## src/rtl/mul_share_sched.sv

```systemverilog
// ============================================================================
// mul_share_sched : round-robin shared shift-add multiplier with early exit
// Rev 1.0
// ============================================================================
`default_nettype none

module mul_share_sched #(
  parameter int NREQ = 2,
  parameter int W    = 32,
  parameter int CW   = $clog2(W) + 1,
  localparam int IDW = (NREQ > 2) ? $clog2(NREQ) : 1
) (
  input  logic                clk,
  input  logic                rst_n,
  input  logic [NREQ-1:0]     req_valid_i,
  input  logic [NREQ*W-1:0]   req_a_i,
  input  logic [NREQ*W-1:0]   req_b_i,
  output logic [NREQ-1:0]     req_ready_o,
  output logic                resp_valid_o,
  input  logic                resp_ready_i,
  output logic [IDW-1:0]      resp_id_o,
  output logic [W-1:0]        resp_res_o,
  output logic [CW-1:0]       resp_cycles_o,
  output logic                busy_o
);

  typedef enum logic [1:0] {
    S_IDLE = 2'd0,
    S_BUSY = 2'd1,
    S_DONE = 2'd2
  } state_t;

  state_t          state_q;
  logic [IDW-1:0]  rr_ptr_q;
  logic [W-1:0]    a_q;
  logic [W-1:0]    b_q;
  logic [W-1:0]    acc_q;
  logic [CW-1:0]   cnt_q;
  logic [IDW-1:0]  resp_id_q;
  logic [W-1:0]    resp_res_q;
  logic [CW-1:0]   resp_cycles_q;

  logic            w_found;
  logic [IDW-1:0]  w_win;
  logic [W-1:0]    w_a;
  logic [W-1:0]    w_b;
  logic            w_swap;
  logic [W-1:0]    w_addend;
  int              w_idx;

  // Walk from farthest to nearest so the requester closest after rr_ptr wins.
  always_comb begin
    w_found = 1'b0;
    w_win   = '0;
    w_a     = '0;
    w_b     = '0;
    w_idx   = 0;
    for (int k = NREQ; k >= 1; k--) begin
      w_idx = int'(rr_ptr_q) + k;
      if (w_idx >= NREQ) w_idx = w_idx - NREQ;
      if (req_valid_i[w_idx]) begin
        w_found = 1'b1;
        w_win   = IDW'(w_idx);
        w_a     = req_a_i[w_idx*W +: W];
        w_b     = req_b_i[w_idx*W +: W];
      end
    end
  end

  // A 0/1 operand moved into b lets the multiply finish in a single step.
  assign w_swap   = (w_a <= W'(1)) && (w_b > W'(1));
  assign w_addend = a_q & {W{b_q[0]}};

  // Gated by rst_n so no handshake can complete while reset is held.
  assign req_ready_o   = (state_q == S_IDLE && w_found && rst_n) ? (NREQ'(1) << w_win) : '0;
  assign resp_valid_o  = (state_q == S_DONE);
  assign busy_o        = (state_q != S_IDLE);
  assign resp_id_o     = resp_id_q;
  assign resp_res_o    = resp_res_q;
  assign resp_cycles_o = resp_cycles_q;

  always_ff @(posedge clk or negedge rst_n) begin
    if (!rst_n) begin
      state_q       <= S_IDLE;
      rr_ptr_q      <= IDW'(NREQ - 1);
      a_q           <= '0;
      b_q           <= '0;
      acc_q         <= '0;
      cnt_q         <= '0;
      resp_id_q     <= '0;
      resp_res_q    <= '0;
      resp_cycles_q <= '0;
    end else begin
      case (state_q)
        S_IDLE: begin
          if (w_found) begin
            a_q      <= w_swap ? w_b : w_a;
            b_q      <= w_swap ? w_a : w_b;
            rr_ptr_q <= w_win;
            acc_q    <= '0;
            cnt_q    <= '0;
            state_q  <= S_BUSY;
          end
        end
        S_BUSY: begin
          cnt_q <= cnt_q + CW'(1);
          if (b_q <= W'(1)) begin
            resp_res_q    <= acc_q + w_addend;
            resp_id_q     <= rr_ptr_q;
            resp_cycles_q <= cnt_q + CW'(1);
            state_q       <= S_DONE;
          end else begin
            acc_q <= acc_q + w_addend;
            a_q   <= {a_q[W-2:0], 1'b0};
            b_q   <= {1'b0, b_q[W-1:1]};
          end
        end
        S_DONE: begin
          if (resp_ready_i) state_q <= S_IDLE;
        end
        default: state_q <= S_IDLE;
      endcase
    end
  end

endmodule

`default_nettype wire
```

## config.mk

```make
export PLATFORM = sky130hd
export DESIGN_NAME = mul_share_sched
export DESIGN_NICKNAME = d
export VERILOG_FILES = /design/src/rtl/mul_share_sched.sv
export SDC_FILE = /design/constraint.sdc
export NUM_CORES = 1
export LEC_CHECK = 0
export ABC_AREA = 1
export CORE_UTILIZATION = 37
export CTS_BUF_LIST = sky130_fd_sc_hd__clkbuf_4 sky130_fd_sc_hd__clkbuf_8 sky130_fd_sc_hd__clkbuf_16
export CTS_CLUSTER_DIAMETER = 120
export CTS_CLUSTER_SIZE = 30
export DETAILED_ROUTE_END_ITERATION = 16
export GPL_TIMING_DRIVEN = 1
export SLEW_MARGIN = 40
export SYNTH_ARGS = -nofsm -noshare
export SYNTH_HDL_FRONTEND = slang
export SYNTH_SLANG_ARGS = --single-unit
```

## constraint.sdc

```tcl
create_clock -name clk -period 6.2 [get_ports clk]
set_clock_uncertainty 0.05 [all_clocks]
set_input_delay 0.62 -clock clk [delete_from_list [all_inputs] [get_ports clk]]
set_output_delay 0.62 -clock clk [all_outputs]
set_load 0.03 [all_outputs]
```

## Word level (Yosys, flattened, before mapping)

Cells that the tools add are included.
Widths: inputs -> output; s select.

| cells by class | value |
|---|---|
| add/subtract/negate cells | 6 |
| magnitude comparators | 7 |
| eq/ne operators | 6 |
| shifts and indexed selects | 5 |
| multiplexer cells | 34 |
| bitwise operators | 1 |
| reduce and logical (&&, ||, !) cells | 11 |

Operators by type and width:

| operator | count |
|---|---|
| $mux 32 | 14 |
| $shiftx 64x32->32 | 4 |
| $pmux 32 s2 | 3 |
| $le 32x1->1 const B | 2 |
| $lt 32x3->1 const B | 2 |
| $add 32x32->32 | 1 |
| $and 32x32->32 | 1 |
| $gt 32x1->1 const B | 1 |
| $pmux 6 s2 | 1 |
| $mux 1 | 10 |
| $mux 2 | 4 |
| $add 6x1->6 const B | 1 |
| $mux 6 | 1 |
| $ne 2x2->1 const B | 3 |
| $pmux 2 s3 | 1 |
| $reduce_and 2->1 | 3 |
| $reduce_and 3->1 | 2 |
| $reduce_bool 2->1 | 2 |
| $sub 3x2->4 const B | 1 |
| $add 1x2->3 const B | 1 |
| $ge 3x2->1 const B | 1 |
| $logic_and 1x1->1 | 3 |
| $sub 2x2->3 const B | 1 |
| $add 1x1->2 const B | 1 |
| 6 further kinds | 6 |

| storage, ports and cells | value |
|---|---|
| flip-flop bits (word level) | 144 |
| output and inout bits | 43 |
| logic and storage cells | 79 |

## Logic depth before layout (Yosys ltp)

Gate-level depths: netlist (run 1).

| depth | value |
|---|---|
| depth after elaboration | 13 |
| gate-level depth with buffers | 20 |
| mapped depth without buffers | 17 |

## Worst setup path before layout (run 1)

OpenSTA, ideal clock, no wires.

| timing path | value |
|---|---|
| path kind | input -> output |
| start point | input port req_valid_i[1] |
| end point | output port req_ready_o[0] |
| arrival | 2.177 ns |
| data required time | 5.530 ns |
| setup slack | 3.353 ns |
| stages on the path | 8 |
| cells stage by stage | inv_1 > o21ai_1 > buf_2 > buf_2 > nor2_1 > nor2_1 > inv_2 > nor3_1 |

| between the ends | value |
|---|---|
| longest elaborated chain between the ends | 8 |

Ends and longest elaborated chain:

| what | line | source |
|---|---|---|
| start, declared | 15 | `input logic [NREQ-1:0] req_valid_i,` |
| $mux 1 (not written as such) (3 in a row) | 61 | `if (req_valid_i[w_idx]) begin` |
| $mux 1 (2 in a row) | 61 |  |
| $logic_and 1x1->1 (2 in a row) | 75 | `assign req_ready_o = (state_q == S_IDLE && w_found && rst_n) ? (NREQ'(1) << w_win) : '0;` |
| $mux 2 (*) | 75 |  |
| end, declared | 18 | `output logic [NREQ-1:0] req_ready_o,` |

Mark *: on every way between the ends. The rest lies on a longest branch, timed or not. The select of a mux whose other input is x is not followed.

## Final worst setup path (run 1)

| timing path | value |
|---|---|
| start point | input port req_valid_i[1] |
| end point | register a_q[6] |

| between the ends | value |
|---|---|
| longest elaborated chain between the ends | 10 |

Ends and longest elaborated chain:

| what | line | source |
|---|---|---|
| $mux 1 (not written as such) (3 in a row) | 61 |  |
| $mux 32 (2 in a row) | 61 |  |
| $le 32x1->1 or $gt 32x1->1 (tied branches) | 71 | `assign w_swap = (w_a <= W'(1)) && (w_b > W'(1));` |
| $logic_and 1x1->1 | 71 |  |
| $mux 32 | 97 | `a_q <= w_swap ? w_b : w_a;` |
| $mux 32 | 96 | `if (w_found) begin` |
| $pmux 32 s2 | 94 | `case (state_q)` |
| end signal, assigned | 97 |  |
| end signal, assigned | 114 | `a_q <= {a_q[W-2:0], 1'b0};` |
| end, declared | 35 | `logic [W-1:0] a_q;` |

Parallel ways exist; a longest one is shown, timed or not. The select of a mux whose other input is x is not followed.
A chain may end at the register's enable or synchronous reset.

==> results of run 1 <==
[power groups by stage]
stage                     logic (mW)  clock network, mW  registers (mW)
after global placement          3.75                  0            1.60
after global routing            4.37               1.10            1.65
after CTS                       3.81               1.06            1.60
after detailed placement        3.80                  0            1.61
final                           3.83               1.04            1.60
after floorplan                 2.96                  0            1.47
[layout by cell type (no fill, tap or decap), types with 3 or more instances in the layout]
cell type and count:
o211ai_1 3, clkinv_4 3, clkbuf_4 3, a21o_1 4, nand3_1 182, clkbuf_16 17, clkinvlp_4 3, ha_1 32
buf_6 5, buf_4 10, a22oi_1 20, nor3_1 6, xor2_1 12, o31ai_1 6, inv_2 3, inv_1 175
nand2_1 728, dfrtp_1 142, a31oi_1 3, o21ai_1 41, nor4_1 4, nand3b_1 4, o21ai_0 94, a21oi_1 126
nor2_1 123, xnor2_1 7, or2_2 6, nand4_1 11, clkdlybuf4s50_1 174
[path summary, 6_finish.rpt]
check / startpoint / endpoint / slack [ns] / cells after the start
max: req_valid_i[1] / a_q[6] / 1.83 / 17
min reg2reg: resp_cycles_o[2] / resp_cycles_o[2] / 0.42 / 2
max in group asynchronous: rst_n / acc_q[3] / 4.58 / 3
min in group asynchronous: rst_n / resp_res_o[7] / 0.57 / 2
max reg2reg: rr_ptr_q / b_q[13] / 1.93 / 15
min: resp_cycles_o[2] / resp_cycles_o[2] / 0.42 / 2
[per-layer routing]
layer	wire length, um	up-vias	global-route usage, %
met1	16800	5488	32.2
met2	16300	414	38.2
li1	-	6167	-
met5	0	-	0
met3	2210	60	3.58
met4	1180	0	9.33
[critical path, cell delays in order]
cell and delay [ns]:
clkdlybuf4s50_1 0.51, inv_1 0.09, o21ai_4 0.59, buf_4 0.46
nand2_1 0.09, nand2_1 0.15, inv_1 0.08, nand2_1 0.07
nor2_1 0.06, nand2_1 0.07, nor2_1 0.05, nand2_1 0.59
nand2_2 0.53, buf_12 0.35, nand2_1 0.08, nand3_1 0.07
a21oi_1 0.17
[cell type report]
cell class                      instances  area share (%)
Timing Repair Buffer                  192            13.9
Multi-Input combinational cell       1431            47.5
Sequential cell                       144            26.0
Tap cell                              390            3.51
Clock buffer                           21            3.32
Clock inverter                         11           0.945
Inverter                              179            4.85
[repair_timing]
| action | in CTS | in global routing |
|---|---|---|
| hold buffers | 0 | 1 |
| resized for setup | 0 | 0 |
| endpoints found under the hold margin | 0 | 16 |
| endpoints found under the setup margin | 0 | 0 |
[state kept, by name, indices dropped and copies added, names as in the netlist]
signal	cells
a_q	32
acc_q	32
b_q	32
resp_res_o	32
cnt_q	6
resp_cycles_o	6
state_q	2
resp_id_o	1
rr_ptr_q	1
[synthesized netlist by cell type (12+ instances only)]
cell type,number,area (um^2)
a21oi_1,126,631
a22oi_1,20,150
buf_2,38,190
clkbuf_1,41,154
dfrtp_1,143,3580
ha_1,32,400
inv_1,175,657
nand2_1,729,2740
nand3_1,182,911
nor2_1,124,465
o21ai_0,94,470
o21ai_1,42,210
xor2_1,12,105
[cell families after synthesis]
| logic type | after synthesis |
|---|---|
| AND/OR/NAND/NOR | 1072 |
| AO/OA/AOI/OAI | 306 |
| buffers and inverters | 282 |
| flip-flops | 144 |
| adder cells (fa/ha/maj) | 33 |
| XOR/XNOR | 19 |
| multiplexers | 1 |
==> impl_metrics.py, run 1 <==
metrics = {
    "timing": {
        "tightest_slew_ns": 0.832,
        "setup_viol": 0,
        "max_freq_mhz": 229,
        "relSlewSlack_pct": 44.5,
        "fin_crit_sh_pct": 70.4,
        "finalWorstSetupSlack_ns": 1.83,
        "setup_tns_ns": 0,
        "fin_hold_ws_ns": 0.423,
        "rsz0062_at_grt": "no",
        "timing_hold_violations_final": 0,
        "period_needed_ns": 4.37,
        "finalMaxSlewViolations": 0,
    },
    "routing": {
        "firstDrtPassIters": 5,
        "vias": 12100,
        "via_per_inst": 5.12,
        "wire_per_inst_um": 15.4,
        "antenna_left": 0,
        "drc_errors": 0,
        "drt_iter0_markers": 936,
        "wl_um": 36500,
    },
    "synth": {
        "ys.flop_type": "dfrtp_1",
        "synth_fp_nets": 2023,
        "synthXorXnorAreaFrac_pct": 1.46,
        "ys_seq_area_share_pct": 31.6,
        "synth_compound_area_share_pct": 14.4,
        "synth_edf_count": 0,
        "ys_ff_latch": 144,
        "synth_cells": 1857,
        "synth-simple-area-share_pct": 38.1,
        "syn_area_um2": 11400,
        "synthAdderAreaFrac_pct": 3.69,
        "synth.avg_cell_area_um2": 6.14,
        "netlist-cell-type-count": 40,
        "synth_top_family_by_area": "simple AND/OR/NAND/NOR gates",
        "synthMuxAreaShare_pct": 0.0878,
        "yosys_warnings": 0,
        "synth-async-reset-ratio_pct": 100,
    },
    "cts": {
        "clk_path_buf_depth": 2,
        "cts_tree": "built",
        "cts-buffers-inserted": 17,
        "clk_pin_slew_ns": 0.07,
        "htreeDepth": 4,
        "post_cts_buffers": 0,
        "clock_sinks": 144,
        "clk_latency_ns": 0.44,
        "cts-root-buf": "clkbuf_16",
    },
    "global_route": {
        "grt_max_degree": 119,
        "track_usage_pct": 23.9,
        "antenna_found_initial": 0,
        "grt_pass1_vias": 11500,
        "overflow": 0,
        "grt_pass1_wl_um": 59100,
    },
    "final_layout": {
        "regArea_um2": 3610,
        "final_nets": 2131,
        "fin_cells": 2368,
        "design_area_um2": 13900,
        "fin_util_pct": 46.4,
        "multiInputGateArea_um2": 6610,
        "drive_above_1_share_pct": 3.49,
        "antenna_cells": 0,
        "fillers": 3163,
        "synthToLayoutAreaGrowth_pct": 22.0,
    },
    "floorplan": {
        "fp.dieW_um": 178,
        "ios": 176,
        "dieArea_um2": 31500,
        "num_rows": 63,
        "core_area_um2": 30000,
        "die_y_um": 178,
        "start_util_pct": 38.1,
    },
    "setup_path": {
        "cp_max_fo": 38,
        "end_kind": "flip-flop",
        "path_class": "input port to flip-flop",
        "cp.required_ns": 6.51,
        "startpoint_type": "input port",
        "arrival_ns": 4.68,
    },
    "power_and_ir_drop": {
        "power.total_mw": 6.48,
        "switching_share_pct": 50.4,
        "leakage_nw": 7.15,
        "ir_worst_vdd_uv": 225,
        "p_switching_mw": 3.27,
        "p_int_mw": 3.21,
        "power_frac_comb_pct": 59.2,
        "clock_power_share_pct": 16.1,
        "powerDensity_nw_per_um2": 466,
        "seqPwrFrac_pct": 24.7,
    },
    "placed_design": {
        "dp_cells": 2334,
        "placed_area_um2": 13300,
        "io_buffers": 175,
        "dpl_worst_slack_ns": 1.48,
        "dpl.hpwl_um": 27700,
        "place_congestion": 0.935,
    },
    "worst_hold_path": {
        "hold_class": "flip-flop to flip-flop",
    },
    "job": {
        "cap_violations": 0,
    },
    "outcome": {
        "outcome": "finished, final reports clean",
    },
}
(Power assumes the default switching activity.)
==> inputs of run 2 (changes only) <==
==> constraint.sdc (replaced) <==
create_clock -name clk -period 4.2 [get_ports clk]
set_clock_uncertainty 0.05 [all_clocks]
set_input_delay 0.42 -clock clk [delete_from_list [all_inputs] [get_ports clk]]
set_output_delay 0.42 -clock clk [all_outputs]
set_load 0.03 [all_outputs]
==> run 2 against run 1 <==
Net effect:
- setup slack worse by 1.3 ns
- register-to-register slack lost 1.4 ns
- flip-flop and latch count is the same
- via count about the same
- cell count up 0.30%
- global-route usage hardly changed
- core utilization grew 0.28 points
- largest power group unchanged
==> impl_metrics.py, run 2 (synthesized netlist as in run 1, its figures left out) <==
metrics = {
    "final_layout": {
        "synthToLayoutAreaGrowth_pct": 22.8,
        "final_nets": 2139,
        "final_common_cell": "nand2_1",
        "antenna_cells": 0,
        "layout_common_cells": "nand2_1, nand3_1, inv_1, clkdlybuf4s50_1, dfrtp_1",
        "drive_above_1_share_pct": 3.83,
        "fillers": 3139,
    },
    "global_route": {
        "grt_max_degree": 113,
        "grt_pass1_vias": 11600,
        "overflow": 0,
        "antenna_found_initial": 0,
        "track_usage_pct": 23.9,
        "grt_pass1_wl_um": 59700,
    },
    "setup_path": {
        "reg2reg_from": "rr_ptr_q",
        "startpoint_type": "flip-flop",
        "r2r_end": "b_q[0]",
        "r2r_slack_ns": 0.57,
        "reg2regPathDepth": 14,
        "path_class": "flip-flop to flip-flop",
        "cp_max_fo": 112,
        "cp_cell_sequence": "buf_12 -> o21ai_0 -> nand3_1 -> nand2_1 -> nor2_1 -> nand2_1 -> nor2_1 -> nand2_1 -> nor2_4 -> nand2_2 -> buf_12 -> nand2_1 -> nand3_1 -> a21oi_1",
        "end_kind": "flip-flop",
        "max_stage_delay_ns": 0.78,
        "critPathSlowestCell": "dfstp_4",
        "arrival_ns": 3.93,
        "cp_common_cell": "nand2_1",
        "cp.required_ns": 4.50,
    },
    "timing": {
        "max_freq_mhz": 275,
        "rsz0062_at_grt": "no",
        "timing_hold_violations_final": 0,
        "setup_viol": 0,
        "finalMaxSlewViolations": 0,
        "fin_hold_ws_ns": 0.429,
        "tightest_slew_ns": 0.747,
        "relSlewSlack_pct": 50.2,
        "fin_crit_sh_pct": 86.5,
        "period_needed_ns": 3.63,
        "setup_tns_ns": 0,
    },
    "outcome": {
        "outcome": "finished, final reports clean",
    },
    "power_and_ir_drop": {
        "leakage_nw": 7.20,
        "powerDensity_nw_per_um2": 692,
        "ir_worst_vdd_uv": 278,
    },
    "cts": {
        "cts_tree": "built",
        "clk_path_buf_depth": 2,
        "cts-root-buf": "clkbuf_16",
        "cts-buffers-inserted": 17,
        "clk_pin_slew_ns": 0.06,
        "clock_sinks": 144,
        "clk_latency_ns": 0.43,
        "cts_resized": 0,
        "htreeDepth": 4,
    },
    "worst_hold_path": {
        "hold_class": "input port to asynchronous set/reset pin",
    },
    "floorplan": {
        "die_y_um": 178,
        "core_area_um2": 30000,
        "dieArea_um2": 31500,
        "fp.dieW_um": 178,
        "ios": 176,
        "start_util_pct": 38.1,
        "num_rows": 63,
    },
    "job": {
        "cap_violations": 0,
    },
    "routing": {
        "firstDrtPassIters": 8,
        "via_per_inst": 5.11,
        "antenna_left": 0,
        "vias": 12100,
        "wl_um": 36200,
        "drt_iter0_markers": 1174,
        "wire_per_inst_um": 15.3,
        "drc_errors": 0,
    },
    "placed_design": {
        "dpl.hpwl_um": 27800,
        "io_buffers": 175,
        "place_congestion": 0.933,
    },
}
==> run 2: cell types whose count changed in the layout (fill, tap and decap cells not counted), sizes merged <==
cell,previous run,this run
buf,17,26
clkbuf,21,19
clkdlybuf4s50,174,173
clkinv,4,5
==> run 2: routing by layer <==
metal	routed length, um	vias to the layer above	global-route usage, %
li1	-	6169	-
met1	16800	5519	32.6
met2	16900	404	39.9
met3	1990	38	3.32
met4	473	0	4.95
met5	0	-	0
==> run 2: where the power goes <==
part	switching (mW)	total (mW)	internal [mW]
sequential	0.390	2.31	1.92
clock	0.648	1.55	0.898
combinational	3.86	5.83	1.98
total	4.89	9.69	4.79
==> run 2: timing repair <==
action,in CTS,in global routing
hold buffers,1,0
buffers inserted,0,0
hold endpoints to repair,40,0
==> run 2: final cells by class <==
type                       instances  area [um^2]  share of cell area [%]
sequential                       144         3610                    25.8
tap                              390          488                    3.49
multi-input combinational       1431         6610                    47.2
timing repair buffer             200         2030                    14.5
clock inverter                    12          136                   0.975
inverter                         179          677                    4.84
clock buffer                      19          447                    3.19
==> run 2: worst max-delay path by stage <==
stage                              start         to  slack (ns)  cells after the start
after detailed placement  req_valid_i[0]    a_q[11]        0.24                     16
after CTS                       rr_ptr_q     a_q[1]        0.31                     14
after global placement    req_valid_i[0]    a_q[21]        0.31                     16
after floorplan                   b_q[0]  acc_q[16]        1.48                     19
after global routing            rr_ptr_q     a_q[1]        0.24                     14
final                           rr_ptr_q     b_q[0]        0.57                     14
==> run 2: through the flow <==
| step | setup slack (ns) | area (um^2) | power [mW] | std cells | util, % |
|---|---|---|---|---|---|
| 2_1_floorplan | 1.48 | 11400 | 6.55 | 1857 | - |
| 3_3_place_gp | 0.305 | 13400 | 8.02 | 2343 | 44.7 |
| 3_5_place_dp | 0.244 | 13400 | 8.12 | 2343 | 44.7 |
| 4_1_cts | 0.306 | 14000 | 9.68 | 2375 | 46.7 |
| 5_1_grt | 0.242 | 14000 | 10.6 | 2375 | 46.7 |
| 6_report | 0.566 | 14000 | 9.69 | 2375 | 46.7 |
==> run 2: critical path, delay by kind of cell (launching register included) <==
kind                   cells  cell delay [ns]
flip-flops                 1             0.78
AND/OR/NAND/NOR           10             1.67
AO/OA/AOI/OAI              2             0.35
buffers and inverters      2             0.66
==> inputs of run 3 (changes only) <==
--- a/config.mk
+++ b/config.mk
@@ -5,7 +5,6 @@
 export SDC_FILE = /design/constraint.sdc
 export NUM_CORES = 1
 export LEC_CHECK = 0
-export ABC_AREA = 1
 export CORE_UTILIZATION = 37
 export CTS_BUF_LIST = sky130_fd_sc_hd__clkbuf_4 sky130_fd_sc_hd__clkbuf_8 sky130_fd_sc_hd__clkbuf_16
 export CTS_CLUSTER_DIAMETER = 120
==> run 3 against run 2 <==
Net effect:
- count of clock-buffer cells in the layout is 4 higher
- sequential share of layout area is 5.3 points higher
- sequential power is 5% lower
- cell area is 17% lower
- synthesized cell count is 45% lower
- register-to-register slack worse by 0.04 ns
- combinational power is 42% lower
- largest power group unchanged
==> impl_metrics.py, run 3 <==
metrics = {
    "power_and_ir_drop": {
        "power_frac_comb_pct": 47.4,
        "powerDensity_nw_per_um2": 613,
        "seqPwrFrac_pct": 30.9,
        "leakage_nw": 4.97,
        "switching_share_pct": 40.5,
        "p_switching_mw": 2.88,
        "ir_worst_vdd_uv": 272,
        "p_int_mw": 4.23,
        "clock_power_share_pct": 21.7,
    },
    "setup_path": {
        "arrival_ns": 3.90,
        "path_class": "flip-flop to flip-flop",
        "cp_top_family": "compound AO/OA/AOI/OAI gates",
        "max_stage_delay_ns": 0.58,
        "startpoint_type": "flip-flop",
        "critPathSlowestCell": "dfrtp_2",
        "r2r_end": "resp_res_o[20]",
        "cp_max_fo": 34,
        "cp_cell_sequence": "and2_1 -> ha_1 -> fa_1 -> a21oi_1 -> and4b_1 -> o31a_1 -> o21ai_0 -> a21oi_1 -> o211ai_1 -> nand2_1 -> xnor2_1 -> o21ai_0",
        "cp.required_ns": 4.43,
        "r2r_slack_ns": 0.53,
        "reg2reg_from": "b_q[0]",
        "worst-path-buf-inv": 0,
        "end_kind": "flip-flop",
        "reg2regPathDepth": 12,
    },
    "cts": {
        "post_cts_buffers": 0,
        "clock_sinks": 144,
        "clk_latency_ns": 0.43,
        "cts-buffers-inserted": 17,
        "clk_pin_slew_ns": 0.06,
        "clk_path_buf_depth": 2,
        "htreeDepth": 4,
        "cts_tree": "built",
        "cts-root-buf": "clkbuf_16",
    },
    "routing": {
        "drt_iter0_markers": 849,
        "wire_per_inst_um": 19.2,
        "antenna_left": 0,
        "via_per_inst": 5.67,
        "wl_um": 28900,
        "drc_errors": 0,
        "vias": 8557,
        "firstDrtPassIters": 8,
    },
    "floorplan": {
        "fp.dieW_um": 157,
        "num_rows": 56,
        "ios": 176,
        "start_util_pct": 37.7,
        "die_y_um": 157,
        "core_area_um2": 23500,
        "dieArea_um2": 24500,
    },
    "global_route": {
        "grt_pass1_wl_um": 45100,
        "grt_max_degree": 114,
        "grt_pass1_vias": 8143,
        "track_usage_pct": 24.1,
        "antenna_found_initial": 0,
        "overflow": 0,
    },
    "timing": {
        "timing_hold_violations_final": 0,
        "setup_viol": 0,
        "setup_tns_ns": 0,
        "max_freq_mhz": 272,
        "tightest_slew_ns": 0.709,
        "period_needed_ns": 3.67,
        "fin_crit_sh_pct": 87.4,
        "relSlewSlack_pct": 52.3,
        "finalWorstSetupSlack_ns": 0.530,
        "rsz0062_at_grt": "no",
        "finalMaxSlewViolations": 0,
    },
    "synth": {
        "ys.flop_type": "dfrtp_1",
        "ys_ff_latch": 144,
        "synth.avg_cell_area_um2": 8.61,
        "ys_top_cells_by_area": "dfrtp_1, a21oi_1, ha_1",
        "netlist.area_leader.share_pct": 40.5,
        "ys_seq_area_share_pct": 40.8,
        "synth-async-reset-ratio_pct": 100,
        "synth.most_common_cell": "dfrtp_1",
        "syn_area_um2": 8840,
        "netlist-cell-type-count": 64,
        "synth_edf_count": 0,
        "synth_cells": 1027,
        "yosys-top-cells-count": "dfrtp_1, a21oi_1, nor2_1",
        "synth_fp_nets": 1193,
        "synth_top_area_cell": "dfrtp_1",
        "yosys_warnings": 0,
    },
    "outcome": {
        "outcome": "finished, final reports clean",
    },
    "worst_hold_path": {
        "hold_class": "input port to asynchronous set/reset pin",
    },
    "final_layout": {
        "synthToLayoutAreaGrowth_pct": 31.4,
        "antenna_cells": 0,
        "final_nets": 1343,
        "layout_common_cells": "clkdlybuf4s50_1, dfrtp_1, a21oi_1, nor2_1, o21ai_0",
        "drive_above_1_share_pct": 7.90,
        "final_common_cell": "clkdlybuf4s50_1",
    },
    "placed_design": {
        "dpl_worst_slack_ns": 0.343,
        "place_congestion": 1.01,
        "io_buffers": 175,
        "dpl.hpwl_um": 21700,
    },
    "job": {
        "cap_violations": 0,
    },
}
-- run 3: changes by cell type after synthesis, sizes merged, moves of 14 or more --
cell,before,now
nor4,4,22
o22ai,1,31
inv,179,41
clkbuf,41,55
a22oi,20,39
a21oi,126,94
nand2,732,77
a222oi,0,24
nor2,126,83
and2,0,34
nand3,182,31
buf,62,17
-- run 3: power by group through the flow --
stage               registers (mW)  logic [mW]  clock network [mW]
floorplan                     2.07        2.50                   0
global placement              2.21        3.30                   0
detailed placement            2.21        3.35                   0
CTS                           2.20        3.37                1.57
global route                  2.26        3.76                1.62
finish                        2.20        3.37                1.55
-- run 3: layout make-up --
type	instances	area, um^2
Multi-Input combinational cell	770	4820
Tap cell	319	399
Clock inverter	9	108
Timing Repair Buffer	203	2030
Inverter	41	154
Sequential cell	144	3610
Clock buffer	23	495
Fill cell	2252	11900
-- run 3: worst max path at each step --
stage | end | from | cells past startpoint
after floorplan | resp_res_o[24] | b_q[0] | 13
after global placement | b_q[0] | req_a_i[35] | 10
after detailed placement | resp_res_o[20] | b_q[0] | 12
after CTS | resp_res_o[20] | b_q[0] | 12
after global routing | resp_res_o[20] | b_q[0] | 12
final | resp_res_o[20] | b_q[0] | 12
-- run 3: routing by layer --
layer	share of wire, %	global-route usage (%)	up-vias	wire (um)
li1	-	-	4098	-
met1	45	33.1	4048	13200
met2	46	38.2	359	13200
met3	6.2	4.15	52	1780
met4	2.7	8.59	0	790
met5	0	0	-	0
-- run 3: per-stage QoR --
step                std cells  util (%)  hold slack (ns)  instance area [um^2]  total power, mW
finish                   1509      49.5            0.401                 11600             7.11
global route             1509      49.5            0.414                 11600             7.64
CTS                      1509      49.5            0.405                 11600             7.13
detailed placement       1476      46.8            0.296                 11000             5.56
global placement         1475      46.8            0.297                 11000             5.51
floorplan                1027         -           0.0744                  8840             4.57
-- run 3: kinds of logic after synthesis --
| group | after synthesis | synth area share (%) |
|---|---|---|
| AOI/OAI and AO/OA | 390 | 27.9 |
| xor gates and xnor gates | 32 | 3.17 |
| adders and majority gates | 33 | 4.76 |
| buffers and inverters | 113 | 5.17 |
| DFF | 144 | 40.8 |
| muxes | 15 | 1.88 |
| and+or+nand+nor | 300 | 16.4 |
-- run 3: timing repair --
action	in CTS	in global routing
gates resized for setup	0	0
hold endpoints to repair	31	0
endpoints found under the setup margin	0	0
hold buffers	1	0
